**src/rtl/bp_mii_link_fabric_if.sv**
```systemverilog
// MII fabric bundle: per-chip transmit/receive lanes, receiver link state
// and per-receiver frame counters.
// Optional BP_MII_LINK_ERR_INJECT_EN adds a per-receiver error-inject lane.
interface bp_mii_link_fabric_if #(
  parameter int unsigned num_chips_p = 2,
  parameter int unsigned cnt_width_p = 16
);

  logic [4*num_chips_p-1:0]           mii_txd_i;
  logic [num_chips_p-1:0]             mii_tx_en_i;
  logic [num_chips_p-1:0]             mii_tx_er_i;
  logic [num_chips_p-1:0]             link_up_i;
  logic [4*num_chips_p-1:0]           mii_rxd_o;
  logic [num_chips_p-1:0]             mii_rx_dv_o;
  logic [num_chips_p-1:0]             mii_rx_er_o;
  logic [cnt_width_p*num_chips_p-1:0] frame_count_o;
  logic [cnt_width_p*num_chips_p-1:0] err_count_o;

`ifdef BP_MII_LINK_ERR_INJECT_EN
  logic [num_chips_p-1:0]             inject_i;

  // Chip-testbench side: drives transmit lanes, observes receive lanes
  modport master (
    output mii_txd_i, mii_tx_en_i, mii_tx_er_i, link_up_i, inject_i,
    input  mii_rxd_o, mii_rx_dv_o, mii_rx_er_o, frame_count_o, err_count_o
  );

  // Fabric side
  modport slave (
    input  mii_txd_i, mii_tx_en_i, mii_tx_er_i, link_up_i, inject_i,
    output mii_rxd_o, mii_rx_dv_o, mii_rx_er_o, frame_count_o, err_count_o
  );
`else
  // Chip-testbench side: drives transmit lanes, observes receive lanes
  modport master (
    output mii_txd_i, mii_tx_en_i, mii_tx_er_i, link_up_i,
    input  mii_rxd_o, mii_rx_dv_o, mii_rx_er_o, frame_count_o, err_count_o
  );

  // Fabric side
  modport slave (
    input  mii_txd_i, mii_tx_en_i, mii_tx_er_i, link_up_i,
    output mii_rxd_o, mii_rx_dv_o, mii_rx_er_o, frame_count_o, err_count_o
  );
`endif

endinterface

```
**src/rtl/bp_mii_link_fabric.sv**
```systemverilog
// Multi-chip MII interconnect: routes each receiver from a fixed source
// (pairwise crossover or ring), delays the tuple by latency_p cycles and
// runs a per-receiver link-state FSM that truncates frames on link drop.
// Keeps saturating good/bad frame counters per receiver.
// Optional feature macro: BP_MII_LINK_ERR_INJECT_EN (per-receiver er inject).
module bp_mii_link_fabric #(
  parameter int unsigned num_chips_p = 2,
  parameter int unsigned latency_p   = 1,
  parameter int unsigned mode_p      = 0,
  parameter int unsigned cnt_width_p = 16
) (
  input logic                 clk_i,
  input logic                 reset_n_i,
  bp_mii_link_fabric_if.slave bus
);

  typedef enum logic [1:0] {
    ST_IDLE = 2'd0,
    ST_PASS = 2'd1,
    ST_DROP = 2'd2
  } state_e;

  localparam logic [cnt_width_p-1:0] CNT_MAX = '1;

  // Elaboration-time parameter sanity
  if (num_chips_p < 2) begin : g_bad_chips
    $error("bp_mii_link_fabric: num_chips_p must be >= 2");
  end
  if (latency_p < 1) begin : g_bad_latency
    $error("bp_mii_link_fabric: latency_p must be >= 1");
  end
  if (mode_p > 1) begin : g_bad_mode
    $error("bp_mii_link_fabric: mode_p must be 0 or 1");
  end
  if ((mode_p == 0) && ((num_chips_p % 2) != 0)) begin : g_bad_pairing
    $error("bp_mii_link_fabric: pairwise mode needs an even num_chips_p");
  end

  for (genvar r = 0; r < num_chips_p; r++) begin : g_rx

    localparam int unsigned SRC = (mode_p == 0) ? (r ^ 1)
                                                : ((r + num_chips_p - 1) % num_chips_p);

    // Tuple layout: [6] previous tx_en, [5] tx_er, [4] tx_en, [3:0] txd
    logic       r_prev_en;
    logic [6:0] w_src;
    logic [6:0] w_d;
    logic       w_d_prev;
    logic       w_d_er;
    logic       w_d_en;
    logic [3:0] w_d_txd;
    logic       w_link;
    logic       w_inject;

    // The previous tx_en travels with each tuple instead of being sampled
    // at the FSM; it resets high so a frame still in flight when reset
    // releases never looks like a fresh start.
    always_ff @(posedge clk_i or negedge reset_n_i) begin
      if (!reset_n_i) r_prev_en <= 1'b1;
      else            r_prev_en <= bus.mii_tx_en_i[SRC];
    end

    assign w_src = {r_prev_en,
                    bus.mii_tx_er_i[SRC],
                    bus.mii_tx_en_i[SRC],
                    bus.mii_txd_i[4*SRC +: 4]};

    if (latency_p == 1) begin : g_direct
      assign w_d = w_src;
    end else begin : g_pipe
      logic [6:0] r_pipe [latency_p-1];

      // Delay line; the FSM output register supplies the final stage
      always_ff @(posedge clk_i or negedge reset_n_i) begin
        if (!reset_n_i) begin
          for (int unsigned k = 0; k < latency_p - 1; k++) r_pipe[k] <= '0;
        end else begin
          r_pipe[0] <= w_src;
          for (int unsigned k = 1; k < latency_p - 1; k++) r_pipe[k] <= r_pipe[k-1];
        end
      end

      assign w_d = r_pipe[latency_p-2];
    end

    assign {w_d_prev, w_d_er, w_d_en, w_d_txd} = w_d;
    assign w_link = bus.link_up_i[r];

`ifdef BP_MII_LINK_ERR_INJECT_EN
    assign w_inject = bus.inject_i[r];
`else
    assign w_inject = 1'b0;
`endif

    state_e                 r_state;
    state_e                 w_state_nx;
    logic                   r_bad;
    logic                   w_bad_nx;
    logic [3:0]             r_rxd;
    logic [3:0]             w_rxd_nx;
    logic                   r_dv;
    logic                   w_dv_nx;
    logic                   r_er;
    logic                   w_er_nx;
    logic                   w_frame_inc;
    logic                   w_err_inc;
    logic [cnt_width_p-1:0] r_frame_cnt;
    logic [cnt_width_p-1:0] r_err_cnt;

    // Link-state next-state, next receive outputs and counter strobes
    always_comb begin
      w_state_nx  = r_state;
      w_bad_nx    = r_bad;
      w_rxd_nx    = '0;
      w_dv_nx     = 1'b0;
      w_er_nx     = 1'b0;
      w_frame_inc = 1'b0;
      w_err_inc   = 1'b0;
      unique case (r_state)
        ST_IDLE: begin
          if (w_d_en && !w_d_prev && w_link) begin
            w_state_nx = ST_PASS;
            w_rxd_nx   = w_d_txd;
            w_dv_nx    = 1'b1;
            w_er_nx    = w_d_er;
            w_bad_nx   = w_d_er;
          end
        end
        ST_PASS: begin
          if (w_d_en && !w_link) begin
            w_state_nx = ST_DROP;
            w_dv_nx    = 1'b1;
            w_er_nx    = 1'b1;
            w_err_inc  = 1'b1;
            w_bad_nx   = 1'b0;
          end else begin
            w_rxd_nx = w_d_txd;
            w_dv_nx  = w_d_en;
            w_er_nx  = w_d_er | w_inject;
            if (w_d_en) begin
              w_bad_nx = r_bad | w_d_er | w_inject;
            end else begin
              w_state_nx = ST_IDLE;
              w_bad_nx   = 1'b0;
              if (r_bad || w_inject) w_err_inc   = 1'b1;
              else                   w_frame_inc = 1'b1;
            end
          end
        end
        ST_DROP: begin
          if (!w_d_en) w_state_nx = ST_IDLE;
        end
        default: w_state_nx = ST_IDLE;
      endcase
    end

    // State, sticky error flag and registered receive outputs
    always_ff @(posedge clk_i or negedge reset_n_i) begin
      if (!reset_n_i) begin
        r_state <= ST_IDLE;
        r_bad   <= 1'b0;
        r_rxd   <= '0;
        r_dv    <= 1'b0;
        r_er    <= 1'b0;
      end else begin
        r_state <= w_state_nx;
        r_bad   <= w_bad_nx;
        r_rxd   <= w_rxd_nx;
        r_dv    <= w_dv_nx;
        r_er    <= w_er_nx;
      end
    end

    // Saturating per-receiver frame counters
    always_ff @(posedge clk_i or negedge reset_n_i) begin
      if (!reset_n_i) begin
        r_frame_cnt <= '0;
        r_err_cnt   <= '0;
      end else begin
        if (w_frame_inc && (r_frame_cnt != CNT_MAX)) r_frame_cnt <= r_frame_cnt + 1'b1;
        if (w_err_inc && (r_err_cnt != CNT_MAX))     r_err_cnt   <= r_err_cnt + 1'b1;
      end
    end

    assign bus.mii_rxd_o[4*r +: 4]                    = r_rxd;
    assign bus.mii_rx_dv_o[r]                         = r_dv;
    assign bus.mii_rx_er_o[r]                         = r_er;
    assign bus.frame_count_o[cnt_width_p*r +: cnt_width_p] = r_frame_cnt;
    assign bus.err_count_o[cnt_width_p*r +: cnt_width_p]   = r_err_cnt;
  end

endmodule
```
**src/flat_wrapper.sv**
```systemverilog
// flat-port wrapper written by rule: the top's interface ports become plain ports
module bp_mii_link_fabric_flat 
#(
  parameter int unsigned num_chips_p = 2,
  parameter int unsigned latency_p   = 1,
  parameter int unsigned mode_p      = 0,
  parameter int unsigned cnt_width_p = 16
)
  (clk_i, reset_n_i, bus_mii_txd_i, bus_mii_tx_en_i, bus_mii_tx_er_i, bus_link_up_i, bus_mii_rxd_o, bus_mii_rx_dv_o, bus_mii_rx_er_o, bus_frame_count_o, bus_err_count_o);
  bp_mii_link_fabric_if #(.num_chips_p(num_chips_p), .cnt_width_p(cnt_width_p)) bus_i ();
  input logic clk_i;
  input logic reset_n_i;
  input wire logic [$bits(bus_i.mii_txd_i)-1:0] bus_mii_txd_i;
  input wire logic [$bits(bus_i.mii_tx_en_i)-1:0] bus_mii_tx_en_i;
  input wire logic [$bits(bus_i.mii_tx_er_i)-1:0] bus_mii_tx_er_i;
  input wire logic [$bits(bus_i.link_up_i)-1:0] bus_link_up_i;
  output wire logic [$bits(bus_i.mii_rxd_o)-1:0] bus_mii_rxd_o;
  output wire logic [$bits(bus_i.mii_rx_dv_o)-1:0] bus_mii_rx_dv_o;
  output wire logic [$bits(bus_i.mii_rx_er_o)-1:0] bus_mii_rx_er_o;
  output wire logic [$bits(bus_i.frame_count_o)-1:0] bus_frame_count_o;
  output wire logic [$bits(bus_i.err_count_o)-1:0] bus_err_count_o;
  assign bus_i.mii_txd_i = bus_mii_txd_i;
  assign bus_i.mii_tx_en_i = bus_mii_tx_en_i;
  assign bus_i.mii_tx_er_i = bus_mii_tx_er_i;
  assign bus_i.link_up_i = bus_link_up_i;
  assign bus_mii_rxd_o = bus_i.mii_rxd_o;
  assign bus_mii_rx_dv_o = bus_i.mii_rx_dv_o;
  assign bus_mii_rx_er_o = bus_i.mii_rx_er_o;
  assign bus_frame_count_o = bus_i.frame_count_o;
  assign bus_err_count_o = bus_i.err_count_o;
  bp_mii_link_fabric #(.num_chips_p(num_chips_p), .latency_p(latency_p), .mode_p(mode_p), .cnt_width_p(cnt_width_p)) u_core (.clk_i(clk_i), .reset_n_i(reset_n_i), .bus(bus_i));
endmodule
```
**config.mk**
```make
export PLATFORM = sky130hd
export DESIGN_NAME = bp_mii_link_fabric_flat
export DESIGN_NICKNAME = d
export VERILOG_FILES = /design/src/rtl/bp_mii_link_fabric_if.sv /design/src/rtl/bp_mii_link_fabric.sv /design/src/flat_wrapper.sv
export SDC_FILE = /design/constraint.sdc
export NUM_CORES = 1
export LEC_CHECK = 0
export ABC_AREA = 1
export BUFFER_PORTS_ARGS = -buffer_cell sky130_fd_sc_hd__buf_2
export CAP_MARGIN = 10
export CORE_MARGIN = 2
export CORE_UTILIZATION = 45
export DETAILED_ROUTE_END_ITERATION = 7
export GPL_ROUTABILITY_DRIVEN = 0
export HOLD_SLACK_MARGIN = 0.05
export MAX_ROUTING_LAYER = met4
export PLACE_DENSITY = 0.67
export SYNTH_ARGS = -nofsm -noshare
export SYNTH_HDL_FRONTEND = slang
export SYNTH_SLANG_ARGS = --single-unit
export TNS_END_PERCENT = 100
```
**constraint.sdc**
```tcl
create_clock -name clk_i -period 1.62 [get_ports clk_i]
set_input_delay 0 -clock clk_i [delete_from_list [all_inputs] [get_ports clk_i]]
set_output_delay 0 -clock clk_i [all_outputs]
set_load 0.005 [all_outputs]
```
## After elaboration in Yosys (flattened, before gate mapping)

Cells that the tools add are included.

- Bits in registers: 84
- Bits of input ports: 16
- Output and inout port bits: 76
- Word-level logic and storage cells: 102

- Add/subtract/negate cells: 4
- Equal/unequal tests: 10
- Multiplexer cells: 50
- Bitwise operators: 2
- Reductions and logical operators: 20

Operators with widths:

| kind | number |
|---|---|
| $add A16 B1 Y16 const B | 4 |
| $ne A16 B16 Y1 const B | 4 |
| $mux W1 | 30 |
| $mux W4 | 4 |
| $pmux W4 S2 | 2 |
| $mux W2 | 6 |
| $pmux W1 S2 | 6 |
| $pmux W2 S3 | 2 |
| $logic_and A1 B1 Y1 | 10 |
| $eq A2 B1 Y1 const B | 2 |
| $eq A2 B2 Y1 const B | 2 |
| $logic_not A1 Y1 | 4 |
| $logic_not A2 Y1 | 2 |
| $ne A2 B1 Y1 const B | 2 |
| $reduce_and A2 Y1 | 2 |
| $reduce_bool A2 Y1 | 2 |
| $or A1 B1 Y1 | 2 |

## Depth between registers and ports, before layout

- Word-level depth: 5
- Gate-level depth with buffers: 9
- Gate-level depth less buffers: 9

## Worst setup path before layout

OpenSTA, ideal clock, no wires.

- Path type: reg-to-reg
- Start: reg u_core.g_rx[1].r_frame_cnt[0]
- End: reg u_core.g_rx[1].r_frame_cnt[11]
- Setup time: 117 ps
- Arrival time: 1381 ps
- Data required time: 1503 ps
- Slack: 122 ps
- Stages on the path, launching flop included: 10
- Path buffers: 1
- Period minus slack after synthesis: 1498 ps
- Path through: dfrtp_1 -> ha_1 -> inv_2 -> nor2_4 -> nand2_4 -> nor2_8 -> nor2_2 -> buf_6 -> nand2_2 -> o21ai_2

- Cells in the longest elaborated chain, start to end: 2
- Elaborated cells on any way between the ends: 3
- Classes of those cells: add/sub: 1; eq/ne: 1; reduce/logical: 1

RTL lines:

| element | RTL line | source |
|---|---|---|
| start, declared | bp_mii_link_fabric.sv:107 | `logic [cnt_width_p-1:0] r_frame_cnt;` |
| start signal, assigned | bp_mii_link_fabric.sv:180 | `if (w_frame_inc && (r_frame_cnt != CNT_MAX)) r_frame_cnt <= r_frame_cnt + 1'b1;` |
| parallel branches: the longest is 2 deep, another holds $add A16 B1 Y16 | - |  |

Several ways; the timed one is not identified.
A chain may end at the register's enable or synchronous reset.

## Final worst setup path

- Start: reg u_core.g_rx[0].r_err_cnt[3]
- End: reg u_core.g_rx[0].r_err_cnt[15]

- Cells in the longest elaborated chain, start to end: 2
- Elaborated cells on any way between the ends: 3
- Classes of those cells: add/sub: 1; eq/ne: 1; reduce/logical: 1

RTL lines:

| element | RTL line | source |
|---|---|---|
| start, declared | bp_mii_link_fabric.sv:108 | `logic [cnt_width_p-1:0] r_err_cnt;` |
| start signal, assigned | bp_mii_link_fabric.sv:181 | `if (w_err_inc && (r_err_cnt != CNT_MAX)) r_err_cnt <= r_err_cnt + 1'b1;` |
| parallel branches: the longest is 2 deep, another holds $add A16 B1 Y16 | - |  |

Several ways; the timed one is not identified.

==> results.yml <==
outcome:
  status: "completed"
logic_synthesis:
  synth_common_cells: "nand2_1, dfrtp_1, nor2_1"
  synth.most_common_cell: "nand2_1"
  synthCells: 670
  yosysSeqAreaShare: 0.426
  synth_nets: 690
  syn_area_per_cell_sq_um: 7.38
  synth_cell_types: 31
  async_reset_ff_frac: 1.00
  synth-main-ff-cell: "dfrtp_1"
  synth_top_area_share: 0.415
  synth_top_cell_by_area: "dfrtp_1"
  ys_warn_count: 0
  syn_area_sq_um: 4940
  synth-seq-cells: 84
  synth_edf_count: 0
  ys_top_cells_by_area: "dfrtp_1, nand2_1, nor2_1"
critical_path:
  critPathMaxFanout: 5
  cp_common_cell: "nand2_1"
  end_kind: "flip-flop"
  cp.required_ns: 1.89
  cp_cell_sequence: "buf_4 -> nand2_1 -> nor2_2 -> nand2_1 -> nor2_1 -> nand3_1 -> nand2_1 -> nand2_1"
  cp-start-kind: "flip-flop"
  cp.arrival_ns: 1.76
  reg2reg_depth: 8
  slowest_delay_ns: 0.38
  path_class: "reg -> reg"
  crit_path_top_delay_cell: "dfrtp_1"
final_layout:
  nets: 839
  postLayoutCellArea_sq_um: 6220
  drive_gt1_frac: 0.258
  final_cells: 964
  post-route-util: 0.577
  syn_to_final_growth_pct: 25.9
  antenna_cells: 0
  fill_cells: 989
die:
  die_area_sq_um: 11800
  core_sq_um: 10800
  rows: 38
  die_w_microns: 109
  die_h_microns: 109
  ios: 92
  start_util: 0.458
worst_hold_path:
  hp-class: "in -> async"
timing:
  max_clock_freq_mhz: 671
  worst_pin_slew_ns: 0.369
  slew_viol_final: 0
  hold_viol_final: 0
  layout_min_cycle_time_ns: 1.49
  setup_viol_count_final: 0
  finClkSkew_ns: 0.00889
  tns_ns: 0
  max-slew-margin-rel: 0.754
  min_period_over_period: 0.920
  holdWs_ns: 0.0728
  fin_ws_ns: 0.130
pwr:
  pwr-share-clk: 0.282
  swShare: 0.328
  p_sw_mw: 1.85
  power_mw: 5.64
  vdd_ir_drop_max_mv: 0.869
  combPwrFrac: 0.255
  p_leak_nw: 3.18
  p_int_mw: 3.79
  power_density_nw_per_um2: 907
  seqPwrFrac: 0.463
global_route:
  antenna_found_initial: 0
  grt-ovfl-total: 0
  grtUsageTotal: 0.220
  grt_pass1_vias: 4443
  grt_pass1_wl_microns: 19900
  grt_max_degree: 41
detailed_routing:
  highest_layer: "met4"
  dr.pass1.iters: 4
  wl_met1_microns: 5440
  drc_errors: 0
  drtIter0Drc: 230
  finalWirelength_microns: 11800
  vias: 4725
  route.met3.wl_microns: 550
  drtAntennaViolNets: 0
  met2_length_microns: 5580
  routedWlPerCell_microns: 12.3
  vias_per_cell: 4.90
place:
  dp.cells: 930
  numPortBuffers: 91
  dpl_worst_slack_ns: -0.190
  place_hpwl_microns: 8800
  placed_cell_area_sq_um: 5800
clocking:
  h-tree-depth: 3
  clk_latency_ns: 0.37
  root_buffer: "clkbuf_8"
  clock_path_buffers: 2
  cts_sinks: 84
  clk_pin_slew_ns: 0.09
  cts_tree: "built"
  cts_made_buffers: 9
job:
  maxCapViolations: 0
## power groups by stage
stage | registers (mW) | logic, mW | clock network, mW
after global placement | 2.64 | 1.36 | 0
final | 2.61 | 1.44 | 1.59
after floorplan | 2.70 | 0.686 | 0
after detailed placement | 2.65 | 1.40 | 0
after global routing | 2.65 | 1.65 | 1.74
after CTS | 2.61 | 1.44 | 1.66
## what timing repair did
action                     4_1_cts  5_1_grt
setup endpoints to repair       20       24
hold buffers                    16        0
gates resized for setup          2        7
hold endpoints to repair       102        0
setup buffers                    1        1
pin swaps                        1        1
## layer usage
metal	GRT usage	up-vias
li1	-	2400
met1	0.281	2182
met2	0.341	122
met3	0.0365	21
met4	0.106	0
met5	-	-
## flip-flops by register name (all words and copies together), names as in the netlist
register,flops
u_core.g_rx.r_bad,2
u_core.g_rx.r_dv,2
u_core.g_rx.r_er,2
u_core.g_rx.r_err_cnt,32
u_core.g_rx.r_frame_cnt,32
u_core.g_rx.r_prev_en,2
u_core.g_rx.r_rxd,8
u_core.g_rx.r_state,4
## cell families after synthesis
group,Yosys count,share of synthesized area
simple gates,425,0.387
buf+inv,90,0.0790
flops,84,0.426
compound gates,46,0.0613
xor+xnor,21,0.0372
fa+ha+maj,4,0.0101
## worst max-delay path, delay by kind of cell, from the launching register on
kind                   cells  cell delay (ns)
buffers and inverters      1             0.15
flip-flops                 1             0.38
AND/OR/NAND/NOR            7             0.87
## cells in the final DEF, fill, tap and decap left out, types with 2 or more instances in the layout
cell type      instances
nor3_1                 3
inv_2                  8
nand2_4                2
nand2_2               11
ha_1                   4
inv_1                 72
nand3_1               38
nand2_1              240
nor2_4                11
nor2_2                10
dlygate4sd3_1         16
nor2_1                75
o21bai_2               2
o21ai_2               12
o31ai_1                4
buf_4                 39
buf_2                 90
xnor2_1               16
dfrtp_1               82
nand4_1               21
o21ai_0               18
dfstp_2                2
clkinvlp_4             2
clkbuf_8              10
xor2_1                 5
buf_12                 3
nand3b_1               6
nand3_2                4
o21ai_1                8
inv_6                  2
## layout make-up
class / instances / area (sq um) / area share
repair buffers: 148 / 963 / 0.155
flip-flops and latches: 84 / 2100 / 0.338
multi-input cells: 496 / 2470 / 0.397
inverters: 80 / 300 / 0.0482
clock inverters: 6 / 71.3 / 0.0115
clock buffers: 10 / 138 / 0.0221
well taps: 140 / 175 / 0.0281
## path summary, 6_finish.rpt
kind | slack, ns | startpoint | end
worst max-delay path | 0.13 | u_core.g_rx[0].r_err_cnt[3] | u_core.g_rx[0].r_err_cnt[15]
worst min-delay path | 0.07 | reset_n_i | u_core.g_rx[1].r_err_cnt[13]
worst max register to register | 0.13 | u_core.g_rx[0].r_err_cnt[3] | u_core.g_rx[0].r_err_cnt[15]
worst min register to register | 0.52 | u_core.g_rx[1].r_state[0] | u_core.g_rx[1].r_state[1]
max in group asynchronous | 0.87 | reset_n_i | u_core.g_rx[1].r_prev_en
min in group clk_i | 0.30 | bus_mii_tx_en_i[1] | u_core.g_rx[0].r_prev_en
No activity file was read; power rests on OpenSTA's default activity.
